### src/rtl/key_ctrl.sv
// Key pulse consumer: key1 click decoder (single = next mode, double = restore defaults)
// plus per-mode saturating value stepping on key2/key3.
//   state | meaning
//   IDLE  | no key1 click pending
//   WAIT  | first key1 seen, timing the double-click window
module key_ctrl #(
    parameter int NUM_MODES = 4,
    parameter int MODE_W    = 2,
    parameter int VAL_W     = 8,
    parameter int VAL_MAX   = 255,
    parameter int VAL_DEF   = 128,
    parameter int STEP      = 1,
    parameter int DCLK_WIN  = 15_000_000
) (
    input  logic              sys_clk,
    input  logic              sys_rst_n,
    input  logic              iKey1,
    input  logic              iKey2,
    input  logic              iKey3,
    output logic [MODE_W-1:0] oMode,
    output logic [VAL_W-1:0]  oVal,
    output logic              oUpd,
    output logic              oRestore
);

    localparam int CNT_W = $clog2(DCLK_WIN);
    localparam logic [CNT_W-1:0] CNT_LAST = CNT_W'(DCLK_WIN - 1);
    localparam logic [VAL_W:0]   STEP_X   = (VAL_W+1)'(STEP);
    localparam logic [VAL_W:0]   MAX_X    = (VAL_W+1)'(VAL_MAX);

    typedef enum logic {IDLE, WAIT} state_t;

    state_t             state;
    logic [CNT_W-1:0]   cnt;
    logic [VAL_W-1:0]   slot [NUM_MODES];

    logic               restore_ev;
    logic               advance_ev;
    logic [MODE_W-1:0]  mode_next;
    logic [VAL_W-1:0]   cur_val;
    logic [VAL_W:0]     up_x;
    logic [VAL_W-1:0]   step_val;
    logic [VAL_W-1:0]   val_next;

    always_comb begin
        restore_ev = (state == WAIT) && iKey1;
        advance_ev = (state == WAIT) && !iKey1 && (cnt == CNT_LAST);
        mode_next  = oMode;
        if (advance_ev)
            mode_next = (oMode == MODE_W'(NUM_MODES - 1)) ? '0 : oMode + MODE_W'(1);

        cur_val  = slot[oMode];
        up_x     = {1'b0, cur_val} + STEP_X;
        step_val = cur_val;
        if (iKey2 && !iKey3)
            step_val = (up_x > MAX_X) ? VAL_W'(VAL_MAX) : up_x[VAL_W-1:0];
        else if (iKey3 && !iKey2)
            step_val = ({1'b0, cur_val} < STEP_X) ? '0 : cur_val - VAL_W'(STEP);

        // the step lands on the old mode's slot, so the new mode's slot is untouched
        val_next = advance_ev ? slot[mode_next] : step_val;
    end

    always_ff @(posedge sys_clk or negedge sys_rst_n) begin
        if (!sys_rst_n) begin
            state    <= IDLE;
            cnt      <= '0;
            oMode    <= '0;
            oVal     <= VAL_W'(VAL_DEF);
            oUpd     <= 1'b0;
            oRestore <= 1'b0;
            for (int i = 0; i < NUM_MODES; i++)
                slot[i] <= VAL_W'(VAL_DEF);
        end else begin
            oUpd     <= 1'b0;
            oRestore <= 1'b0;

            case (state)
                IDLE: begin
                    if (iKey1) begin
                        state <= WAIT;
                        cnt   <= '0;
                    end
                end
                WAIT: begin
                    if (restore_ev || advance_ev)
                        state <= IDLE;
                    else
                        cnt <= cnt + CNT_W'(1);
                end
                default: state <= IDLE;
            endcase

            if (restore_ev) begin
                for (int i = 0; i < NUM_MODES; i++)
                    slot[i] <= VAL_W'(VAL_DEF);
                oVal     <= VAL_W'(VAL_DEF);
                oRestore <= 1'b1;
                oUpd     <= 1'b1;
            end else begin
                slot[oMode] <= step_val;
                oMode       <= mode_next;
                oVal        <= val_next;
                oUpd        <= advance_ev || (step_val != cur_val);
            end
        end
    end

endmodule

### config.mk
export PLATFORM = sky130hd
export DESIGN_NAME = key_ctrl
export DESIGN_NICKNAME = d
export VERILOG_FILES = /design/src/rtl/key_ctrl.sv
export SDC_FILE = /design/constraint.sdc
export NUM_CORES = 1
export LEC_CHECK = 0
export CAP_MARGIN = 15
export CELL_PAD_IN_SITES_DETAIL_PLACEMENT = 1
export CELL_PAD_IN_SITES_GLOBAL_PLACEMENT = 2
export CORE_ASPECT_RATIO = 1.75
export CORE_MARGIN = 4
export CORE_UTILIZATION = 35
export CTS_CLUSTER_DIAMETER = 50
export DETAILED_ROUTE_END_ITERATION = 7
export GPL_ROUTABILITY_DRIVEN = 0
export PLACE_DENSITY = 0.79
export SLEW_MARGIN = 10
export SYNTH_ARGS = -nofsm -noshare
export SYNTH_HDL_FRONTEND = slang
export SYNTH_SLANG_ARGS = --single-unit
export TNS_END_PERCENT = 5
### constraint.sdc
create_clock -name sys_clk -period 3.2 [get_ports sys_clk]
set_clock_uncertainty 0.2 [all_clocks]
set_input_delay 0.64 -clock sys_clk [delete_from_list [all_inputs] [get_ports sys_clk]]
set_output_delay 0.64 -clock sys_clk [all_outputs]
set_load 0.02 [all_outputs]
* After elaboration in Yosys (flattened, before gate mapping)
Index checks and enable logic that the tools add are counted.
** Operators by class
- Add/subtract/negate cells :: 4
- Magnitude comparators :: 5
- Eq/ne operators :: 5
- Multiplexer cells :: 26
- Bitwise gates (word level) :: 3
- Reductions and logical operators :: 12
** Operator list (number)
- 2-to-1 mux 8 bit :: 11
- 2-to-1 mux 24 bit :: 2
- one-hot mux 24 bit (2 select lines) :: 1
- binary-select mux 8 bit (select 2 bit) :: 2
- bitwise mux 32 bit :: 1
- 2-to-1 mux 32 bit :: 1
- adder 24 x 1 -> 24 bit, second input constant :: 1
- == test 24 bit, second input constant :: 1
- demux 8 bit (select 2 bit) :: 1
- adder 8 x 1 -> 9 bit, second input constant :: 1
- > comparator 9 x 8 -> 1 bit, second input constant :: 1
- less-than comparator 8 x 1 -> 1 bit, second input constant :: 1
- inequality test 8 bit :: 1
- subtractor 8 x 1 -> 8 bit, second input constant :: 1
- greater-or-equal comparator 3 bit, second input constant :: 2
- logical AND 1 bit :: 6
- NOT 2 -> 3 bit :: 2
- 2-to-1 mux 1 bit :: 4
- 2-to-1 mux 2 bit :: 2
- inequality test 2 bit, second input constant :: 2
- zero test 1 bit :: 3
- less-than comparator 3 x 1 -> 1 bit, second input constant :: 1
- adder 2 x 1 -> 2 bit, second input constant :: 1
- == test 2 bit, second input constant :: 1
- other kinds (4) :: 5
** Storage, ports and cells
- Bits in registers :: 69
- Bits of input ports :: 5
- Output and inout bits :: 12
- Logic and storage cells :: 65

* Longest topological paths before layout
Gate-level depths: netlist (run 1).
- Depth in word-level cells :: 11
- Gate-level depth with buffers :: 12
- Mapped depth without buffers :: 10

* Worst setup path after synthesis (run 1)
Ideal clock, no wire load.
- Path type :: register to register
- Start point :: register oMode[0]
- End point :: register slot[26] (netlist bit)
- Setup time :: 0.136 ns
- Arrival :: 2.802 ns
- Required time :: 2.864 ns
- Path slack :: 0.062 ns
- Cell stages (with the launch flop) :: 13
- Path buffers :: 3
- Period minus slack after synthesis :: 3.138 ns
- Cells stage by stage :: dfrtp_1 -> buf_6 -> mux4_2 -> buf_6 -> ha_1 -> clkbuf_1 -> xnor2_1 -> nor2_1 -> and4_1 -> a21oi_2 -> o21ai_1 -> a31oi_1 -> a21oi_1
** On the way
- Longest elaborated chain between the ends :: 10
- Elaborated cells between the ends (all ways) :: 19
- Classes of those cells :: add/sub: 2; order compare: 4; mux: 11; bitwise: 1; reduce/logical: 1
** RTL lines
- start: declaration :: line 20 : output logic [MODE_W-1:0] oMode,
- start signal: assignment :: line 102 : oMode <= mode_next;
- NOT 2 -> 3 bit (implied by the code) * :: line 52, 101
- binary-select mux 8 bit (select 2 bit) :: line 52 : cur_val = slot[oMode];
- 2-to-1 mux 8 bit (implied by the code) (2 in series) :: line 52
- adder 8 x 1 -> 9 bit, or another cell as far along :: line 53 : up_x = {1'b0, cur_val} + STEP_X;
- > comparator 9 x 8 -> 1 bit or 2-to-1 mux 8 bit (tied branches) :: line 56, 58
- 2-to-1 mux 8 bit (on tied branches) :: line 56, 57
- 2-to-1 mux 8 bit :: line 55 : if (iKey2 && !iKey3)
- bitwise mux 32 bit * :: line 101 : slot[oMode] <= step_val;
- 2-to-1 mux 32 bit * :: line 94 : if (restore_ev) begin
- end signal: indexed assignment :: line 73 : slot[i] <= VAL_W'(VAL_DEF);
- end signal: indexed assignment :: line 96 : slot[i] <= VAL_W'(VAL_DEF);
- end signal: indexed assignment :: line 101
- end: declaration :: line 35 : logic [VAL_W-1:0] slot [NUM_MODES];
Every way passes the cells marked *; elsewhere a longest branch is shown, timed or not. The select of a mux whose other input is x is not followed.
A chain may end at the register's enable or synchronous reset.

* Worst setup path after layout (run 1)
- Start point :: register oMode[0]
- End point :: register slot[28] (netlist bit)
Same word-level chain as after synthesis.

==> results of run 1 <==
## metal layers
metal / global-route usage (%) / vias up / part of all wire (%) / routed length (um)
met5: 0 / - / 0 / 0
met1: 20.6 / 1841 / 35 / 4330
met4: 9.46 / 0 / 3.4 / 425
met2: 39.2 / 65 / 59 / 7340
li1: - / 1627 / - / -
met3: 3.09 / 32 / 2.2 / 269
## state kept, by name, indices dropped and copies added, names as in the netlist
| name | flops |
|---|---|
| slot | 32 |
| cnt | 24 |
| oVal | 8 |
| oMode | 2 |
| oRestore | 1 |
| oUpd | 1 |
| state | 1 |
## layout make-up
| class | count | area share, % |
|---|---|---|
| Clock buffer | 15 | 5.65 |
| Clock inverter | 1 | 0.611 |
| Inverter | 17 | 1.30 |
| Multi-Input combinational cell | 315 | 44.0 |
| Sequential cell | 69 | 35.3 |
| Tap cell | 132 | 3.36 |
| Timing Repair Buffer | 56 | 9.83 |
## worst max-delay path: stages, from the launching register on
cell,delay (ps)
dfrtp_1,390
buf_12,150
mux4_2,510
buf_4,190
inv_1,100
ha_2,220
nand2_2,100
or3_1,370
o21ai_0,340
a32oi_2,210
o21ai_0,190
## report_power, final
part	leakage, nW	internal [mW]	switching (mW)
logic	1.03	0.399	0.514
registers	0.921	0.964	0.0630
clock network	0.150	0.669	0.373
total	2.10	2.03	0.949
## through the flow
stage / power, mW / setup WS (ps)
floorplan: 1.55 / 62.4
finish: 2.98 / 154
detailed placement: 1.94 / -67.5
global placement: 1.92 / 37.1
CTS: 2.99 / 15.8
global route: 3.15 / -19.9
## final timing paths
check | end | slack, ps | depth (start not counted)
worst min register to register | cnt[23] | 320 | 1
max in group asynchronous | slot[20] | 1980 | 1
worst max-delay path | slot[28] | 150 | 10
worst min-delay path | cnt[7] | 230 | 1
min in group sys_clk | cnt[23] | 320 | 1
worst max register to register | slot[28] | 150 | 10
## timing repair
item / in CTS / in global routing
endpoints found under the setup margin: 1 / 20
resized for setup: 1 / 9
hold buffers: 0 / 0
## cells in the mapped netlist, drive strengths merged, types with 4 or more instances
| library cell | instances |
|---|---|
| dfrtp | 64 |
| o21ai | 53 |
| a21oi | 36 |
| nand3 | 33 |
| nand2 | 31 |
| nor2 | 31 |
| inv | 16 |
| mux2i | 14 |
| clkbuf | 13 |
| mux4 | 10 |
| a211oi | 8 |
| ha | 8 |
| nor3 | 8 |
| and3 | 7 |
| nor2b | 7 |
| buf | 6 |
| nand4 | 6 |
| or3 | 6 |
| xnor2 | 6 |
| dfstp | 5 |
| mux2 | 5 |
| nand2b | 5 |
| o22ai | 5 |
| a31oi | 4 |
## cells by family (layout without fill, tap and decap cells)
family	count (synthesis)	after routing	share of synthesized area, %
mux	29	29	10.9
buf+inv	36	89	4.17
fa+ha+maj	8	8	2.49
xor+xnor	8	8	1.74
compound gates	122	122	17.9
simple gates	148	148	19.7
flops	69	69	43.1
==> reports/qor.yml, run 1 <==
ff_latch_area_um2: 1730
yosysWarnings: 0
p_per_area_nw_per_um2: 607
cts_tree: "built"
fin_crit_sh_pct: 95.2
synthesis.area_um2: 4020
fmax_mhz: 328
fin_hold_ws_ps: 234
yosys.area.top_type: "dfrtp_1"
drtAntennaViolNets: 0
worst_pin_slew_ps: 906
ys_seq_area_share_pct: 43.1
rr_startpoint: "oMode[0]"
die-width_um: 89.0
p_leak_nw: 2.10
cts_buffers: 9
syn_area_per_cell_um2: 9.58
antenna_found_initial: 0
antenna_cells: 0
syn-num-nets: 433
drt_pass1_iterations: 4
clockBufferDepth: 2
synth_edf_count: 0
synth.area.top_cells: "dfrtp_1, o21ai_0, mux4_2"
fillers: 1261
setup_viol: 0
path_clk_slew_ps: 50
finalCriticalPeriod_ps: 3050
crit_start: "oMode[0]"
maxCapViolations: 0
clkLatencyLatePin_ps: 340
root_buffer: "clkbuf_16"
synth_cells: 420
layout_common_cells: "dfrtp_1, o21ai_0, buf_4"
async_flop_share_pct: 100
grt_setup_unrepaired: "yes"
critPathCaptureType: "flip-flop"
syn2layout_area_growth_pct: 22.2
routed-via-count: 3565
post_cts_buffers: 0
cts.sinks: 69
drt-initial-drc-count: 192
dieArea_um2: 13300
final_cells: 605
drt-total-wl_mm: 12.4
htreeDepth: 3
overflow: 0
post-route-util_pct: 44.0
final_common_cell: "dfrtp_1"
slew_headroom_pct: 39.6
io_buffers: 16
finalMaxSlewViolations: 0
finalInstanceArea_um2: 4910
synth.top_cell.area_share_pct: 39.8
final_nets: 481
first_global_vias: 3928
drive_gt1_share_pct: 20.9
critical_path_arrival_ps: 3100
ir_drop_mv: 0.377
hp-class: "in -> async"
synth_cell_types: 60
fp.coreArea_um2: 11200
place_area_um2: 4570
die_h_um: 150
hpwl_mm: 9.28
startpoint_type: "flip-flop"
dp_cells: 589
multi_input_area_um2: 2160
status: "complete, no violations"
drc_errors: 0
wl_per_cell_um: 20.4
grt_first_pass_wirelength_mm: 20.5
rows: 51
initial_core_util_pct: 36.0
ys_ff_latch: 69
criticalPathCategory: "reg -> reg"
setup_tns_ps: 0
worstPathRequired_ps: 3250
hold_viol_final: 0
synthFlopType: "dfrtp_1"
vias_per_cell: 5.89
ios: 17
crit_fanout: 9
grt_max_degree: 70
grt_util_all_layers_pct: 20.4
(Power assumes the default switching activity.)
==> run 2, diff against run 1 <==
--- a/config.mk
+++ b/config.mk
@@ -5,7 +5,7 @@
 export SDC_FILE = /design/constraint.sdc
 export NUM_CORES = 1
 export LEC_CHECK = 0
-export CAP_MARGIN = 15
+export CAP_MARGIN = 40
 export CELL_PAD_IN_SITES_DETAIL_PLACEMENT = 1
 export CELL_PAD_IN_SITES_GLOBAL_PLACEMENT = 2
 export CORE_ASPECT_RATIO = 1.75
==> run 2 against run 1 <==
Against the previous run: combinational power up 1%; cell area increased by 0.81%; total power up 0.85%; critical endpoint is now oVal[5]; largest cell class unchanged; highest routed layer unchanged.
==> reports/qor.yml, run 2 (same netlist as run 1, synthesis figures left out) <==
crit_fanout: 7
die-width_um: 89.0
fmax_mhz: 329
worst_pin_slew_ps: 600
final_cells: 607
whs_path_depth: 1
drt-initial-drc-count: 185
rows: 51
drt_pass1_iterations: 4
status: "complete, no violations"
clockBufferDepth: 2
setup_viol: 0
drive_gt1_share_pct: 21.3
finalMaxSlewViolations: 0
cts_tree: "built"
finalCriticalPeriod_ps: 3040
fillers: 1259
regMostFlops: "slot"
die_h_um: 150
criticalPathCategory: "reg -> reg"
drc_errors: 0
top_regs: "slot: 32 flops, cnt: 24 flops, oVal: 8 flops"
reg2reg_depth: 11
vias_per_cell: 5.85
final_nets: 483
critical_path_arrival_ps: 3100
largest_reg_flops: 32
p_per_area_nw_per_um2: 607
r2r-end: "oVal[5]"
hp-class: "reg -> reg"
fin_crit_sh_pct: 95.1
cts_buffers: 9
syn2layout_area_growth_pct: 23.2
wl_per_cell_um: 20.5
grt_util_all_layers_pct: 20.3
fp.coreArea_um2: 11200
hpwl_mm: 9.42
rr_startpoint: "oMode[1]"
whs_endpoint: "cnt[23]"
initial_core_util_pct: 36.0
startpoint_type: "flip-flop"
clkLatencyLatePin_ps: 340
p_leak_nw: 2.13
first_global_vias: 3873
place_area_um2: 4600
path_clk_slew_ps: 60
grt_first_pass_wirelength_mm: 20.5
drt-total-wl_mm: 12.5
antenna_found_initial: 0
worstPathRequired_ps: 3260
slew_headroom_pct: 59.9
ios: 17
dp_cells: 590
layout_common_cells: "dfrtp_1, o21ai_0, buf_4"
maxCapViolations: 0
drtAntennaViolNets: 0
overflow: 0
htreeDepth: 3
rrSetupSlack_ps: 160
ff_latch_area_um2: 1730
io_buffers: 16
dieArea_um2: 13300
multi_input_area_um2: 2160
critPathCaptureType: "flip-flop"
hp-start: "cnt[23]"
antenna_cells: 0
cts.sinks: 69
hold_viol_final: 0
root_buffer: "clkbuf_16"
post_cts_buffers: 0
final_common_cell: "dfrtp_1"
routed-via-count: 3550
ir_drop_mv: 0.389
finalInstanceArea_um2: 4950
finalPower_mw: 3.01
grt_max_degree: 56
[run 2: critical path, cell delays in order, from the launching register on]
cell and delay (ps):
dfrtp_1 480, buf_4 250, mux4_2 450, buf_4 200
a21o_1 170, nand4_1 110, o21ai_2 100, and3b_1 250
o21ai_0 320, a21oi_2 110, buf_4 170, o22ai_1 140
[run 2: final cells by class]
class	instances	share of cell area, %
tap	132	3.33
clock buffer	11	4.70
sequential	69	35.0
inverter	17	1.29
multi-input combinational	315	43.7
timing repair buffer	58	10.5
clock inverter	5	1.52
[run 2: worst max-delay path by stage]
stage / cells past startpoint / slack [ps] / startpoint / endpoint
after floorplan: 12 / 60 / oMode[0] / slot[26]
after CTS: 9 / 20 / cnt[19] / oVal[0]
after detailed placement: 8 / -50 / iKey1 / oVal[1]
after global placement: 8 / 40 / iKey1 / oVal[1]
after global routing: 11 / -20 / oMode[0] / oVal[5]
final: 11 / 160 / oMode[1] / oVal[5]
[run 2: metal layers]
| layer | GRT usage, % | routed length [um] | vias up |
|---|---|---|---|
| li1 | - | - | 1636 |
| met1 | 20.1 | 4420 | 1819 |
| met2 | 38.7 | 7220 | 58 |
| met3 | 3.75 | 283 | 37 |
| met4 | 9.91 | 524 | 0 |
| met5 | 0 | 0 | - |
[run 2: repair_timing]
| item | CTS | global route |
|---|---|---|
| resized for setup | 0 | 10 |
| hold endpoints to repair | 14 | 0 |
| hold buffers | 1 | 0 |
| setup endpoints to repair | 0 | 20 |
[run 2: power breakdown]
group | leakage, nW | internal, mW | switching, mW
Sequential | 0.921 | 0.964 | 0.0618
Combinational | 1.05 | 0.404 | 0.520
Clock | 0.153 | 0.678 | 0.377
[run 2: stage by stage]
step | setup TNS, ps | hold WS [ps] | worst slack (ps) | utilization [%]
floorplan | 0 | 144 | 62.4 | -
global placement | 0 | 275 | 37.1 | 40.9
detailed placement | -230 | 305 | -51.4 | 41.2
CTS | 0 | 324 | 21.9 | 44.0
global route | -24.9 | 358 | -15.5 | 44.4
finish | 0 | 318 | 158 | 44.4
==> run 3, diff against run 2 <==
--- a/config.mk
+++ b/config.mk
@@ -15,6 +15,7 @@
 export DETAILED_ROUTE_END_ITERATION = 7
 export GPL_ROUTABILITY_DRIVEN = 0
 export PLACE_DENSITY = 0.79
+export SKIP_LAST_GASP = 1
 export SLEW_MARGIN = 10
 export SYNTH_ARGS = -nofsm -noshare
 export SYNTH_HDL_FRONTEND = slang
==> run 3 against run 2 <==
Against the previous run: total power is 0.35% lower; sequential power about the same; non-clock buffer count did not move; global-route usage unchanged; first-iteration DRC count down 3.8%; cell count did not move; via count shrank 0.76%; die area is the same; register-to-register slack about the same.
==> reports/qor.yml, run 3 (same netlist as run 1, synthesis figures left out) <==
drc_errors: 0
initial_core_util_pct: 36.0
final_nets: 483
drive_gt1_share_pct: 20.8
dp_cells: 590
htreeDepth: 3
fp.coreArea_um2: 11200
final_cells: 607
first_global_vias: 3873
path_common_cell: "a21oi_1"
status: "complete, no violations"
critical_path_arrival_ps: 3050
finalCriticalPeriod_ps: 3050
crit_fanout: 9
criticalPathCategory: "reg -> reg"
finalMaxSlewViolations: 0
die-width_um: 89.0
grt_util_all_layers_pct: 20.3
slew_headroom_pct: 59.0
post_cts_buffers: 0
top_regs: "slot: 32 flops, cnt: 24 flops, oVal: 8 flops"
critPathCaptureType: "flip-flop"
antenna_cells: 0
hold_viol_final: 0
p_leak_nw: 2.12
die_h_um: 150
place_area_um2: 4600
wl_per_cell_um: 20.4
grt_max_degree: 56
clockBufferDepth: 2
worstPathRequired_ps: 3200
cts_buffers: 9
maxCapViolations: 0
root_buffer: "clkbuf_16"
power_frac_comb_pct: 30.6
final_common_cell: "dfrtp_1"
max_stage_delay_ps: 510
hpwl_mm: 9.42
cellInternalPower_mw: 2.04
startpoint_type: "flip-flop"
worst_pin_slew_ps: 612
cpMaxStageDelayCell: "mux4_2"
clkLatencyLatePin_ps: 340
layout_common_cells: "dfrtp_1, o21ai_0, buf_4"
drtAntennaViolNets: 0
drt-total-wl_mm: 12.4
setup_viol: 0
fin_crit_sh_pct: 95.3
largest_reg_flops: 32
crit_chain: "buf_12 -> mux4_2 -> ha_1 -> xnor2_1 -> nor2_1 -> and4_1 -> a21oi_2 -> o21ai_0 -> a21oi_1 -> buf_4 -> a21oi_1"
dieArea_um2: 13300
grt_first_pass_wirelength_mm: 20.5
p_per_area_nw_per_um2: 607
path_clk_slew_ps: 60
syn2layout_area_growth_pct: 22.8
hp-class: "reg -> reg"
finalInstanceArea_um2: 4940
ios: 17
regMostFlops: "slot"
setup_tns_ps: 0
routed-via-count: 3523
cts_tree: "built"
overflow: 0
fmax_mhz: 328
fin_hold_ws_ps: 318
fillers: 1261
ir_drop_mv: 0.390
cts.sinks: 69
antenna_found_initial: 0
rows: 51
io_buffers: 16
pwr-share-seq_pct: 34.2
pwr-share-clk_pct: 35.2
vias_per_cell: 5.80
grt_setup_unrepaired: "yes"
drt-initial-drc-count: 178
sw_frac_of_total_pct: 31.8
drt_pass1_iterations: 4
switchingPower_mw: 0.952
run 3: cell counts in the layout (fill, tap and decap cells not counted):
Identical to the previous run, type by type.
run 3: stage by stage:
step	util, %	worst slack, ps	power (mW)
global placement	40.9	37.1	1.92
finish	44.2	150	3.00
floorplan	-	62.4	1.55
CTS	44.0	21.9	3.01
global route	44.2	-50.3	3.16
detailed placement	41.2	-51.4	1.94
run 3: final cells by class:
type                            count  area [um^2]  share of cell area (%)
Timing Repair Buffer               58          520                    10.5
Sequential cell                    69         1730                    35.1
Multi-Input combinational cell    315         2150                    43.5
Tap cell                          132          165                    3.34
Clock inverter                      5         75.1                    1.52
Clock buffer                       11          233                    4.71
Inverter                           17         63.8                    1.29
run 3: final timing paths:
path                           start  endpoint  slack [ps]  cells after the start
setup / recovery            oMode[0]  slot[21]         150                     11
hold reg to reg              cnt[23]   cnt[23]         320                      1
max in group asynchronous  sys_rst_n  slot[23]        1670                      3
hold / removal               cnt[23]   cnt[23]         320                      1
min in group asynchronous  sys_rst_n    cnt[1]         520                      2
setup reg to reg            oMode[0]  slot[21]         150                     11
run 3: worst max-delay path, delay by kind of cell (launching register included):
| kind | cells | cell delay, ps |
|---|---|---|
| AO/OA/AOI/OAI | 4 | 720 |
| multiplexers | 1 | 510 |
| XOR/XNOR | 1 | 200 |
| AND/OR/NAND/NOR | 2 | 290 |
| buffers and inverters | 2 | 320 |
| flip-flops | 1 | 390 |
| adder cells (fa/ha/maj) | 1 | 290 |
run 3: power groups by stage:
| stage | clock network [mW] | registers, mW | logic (mW) |
|---|---|---|---|
| after global routing | 1.13 | 1.04 | 1.00 |
| after global placement | 0 | 1.04 | 0.879 |
| after CTS | 1.08 | 1.03 | 0.910 |
| after detailed placement | 0 | 1.04 | 0.905 |
| final | 1.06 | 1.02 | 0.915 |
| after floorplan | 0 | 1.07 | 0.481 |
run 3: routing by layer:
metal	GRT usage, %	part of all wire, %	routed length, um	vias to the layer above
met2	38.7	58	7210	49
met4	9.91	4.3	529	0
met1	20.1	36	4400	1805
li1	-	-	-	1633
met3	3.75	2.0	243	36
met5	0	0	0	-
run 3: repair_timing:
| item | CTS | global route |
|---|---|---|
| endpoints found under the setup margin | 0 | 20 |
| hold buffers | 1 | 0 |
| gates resized for setup | 0 | 7 |
| hold endpoints to repair | 14 | 0 |
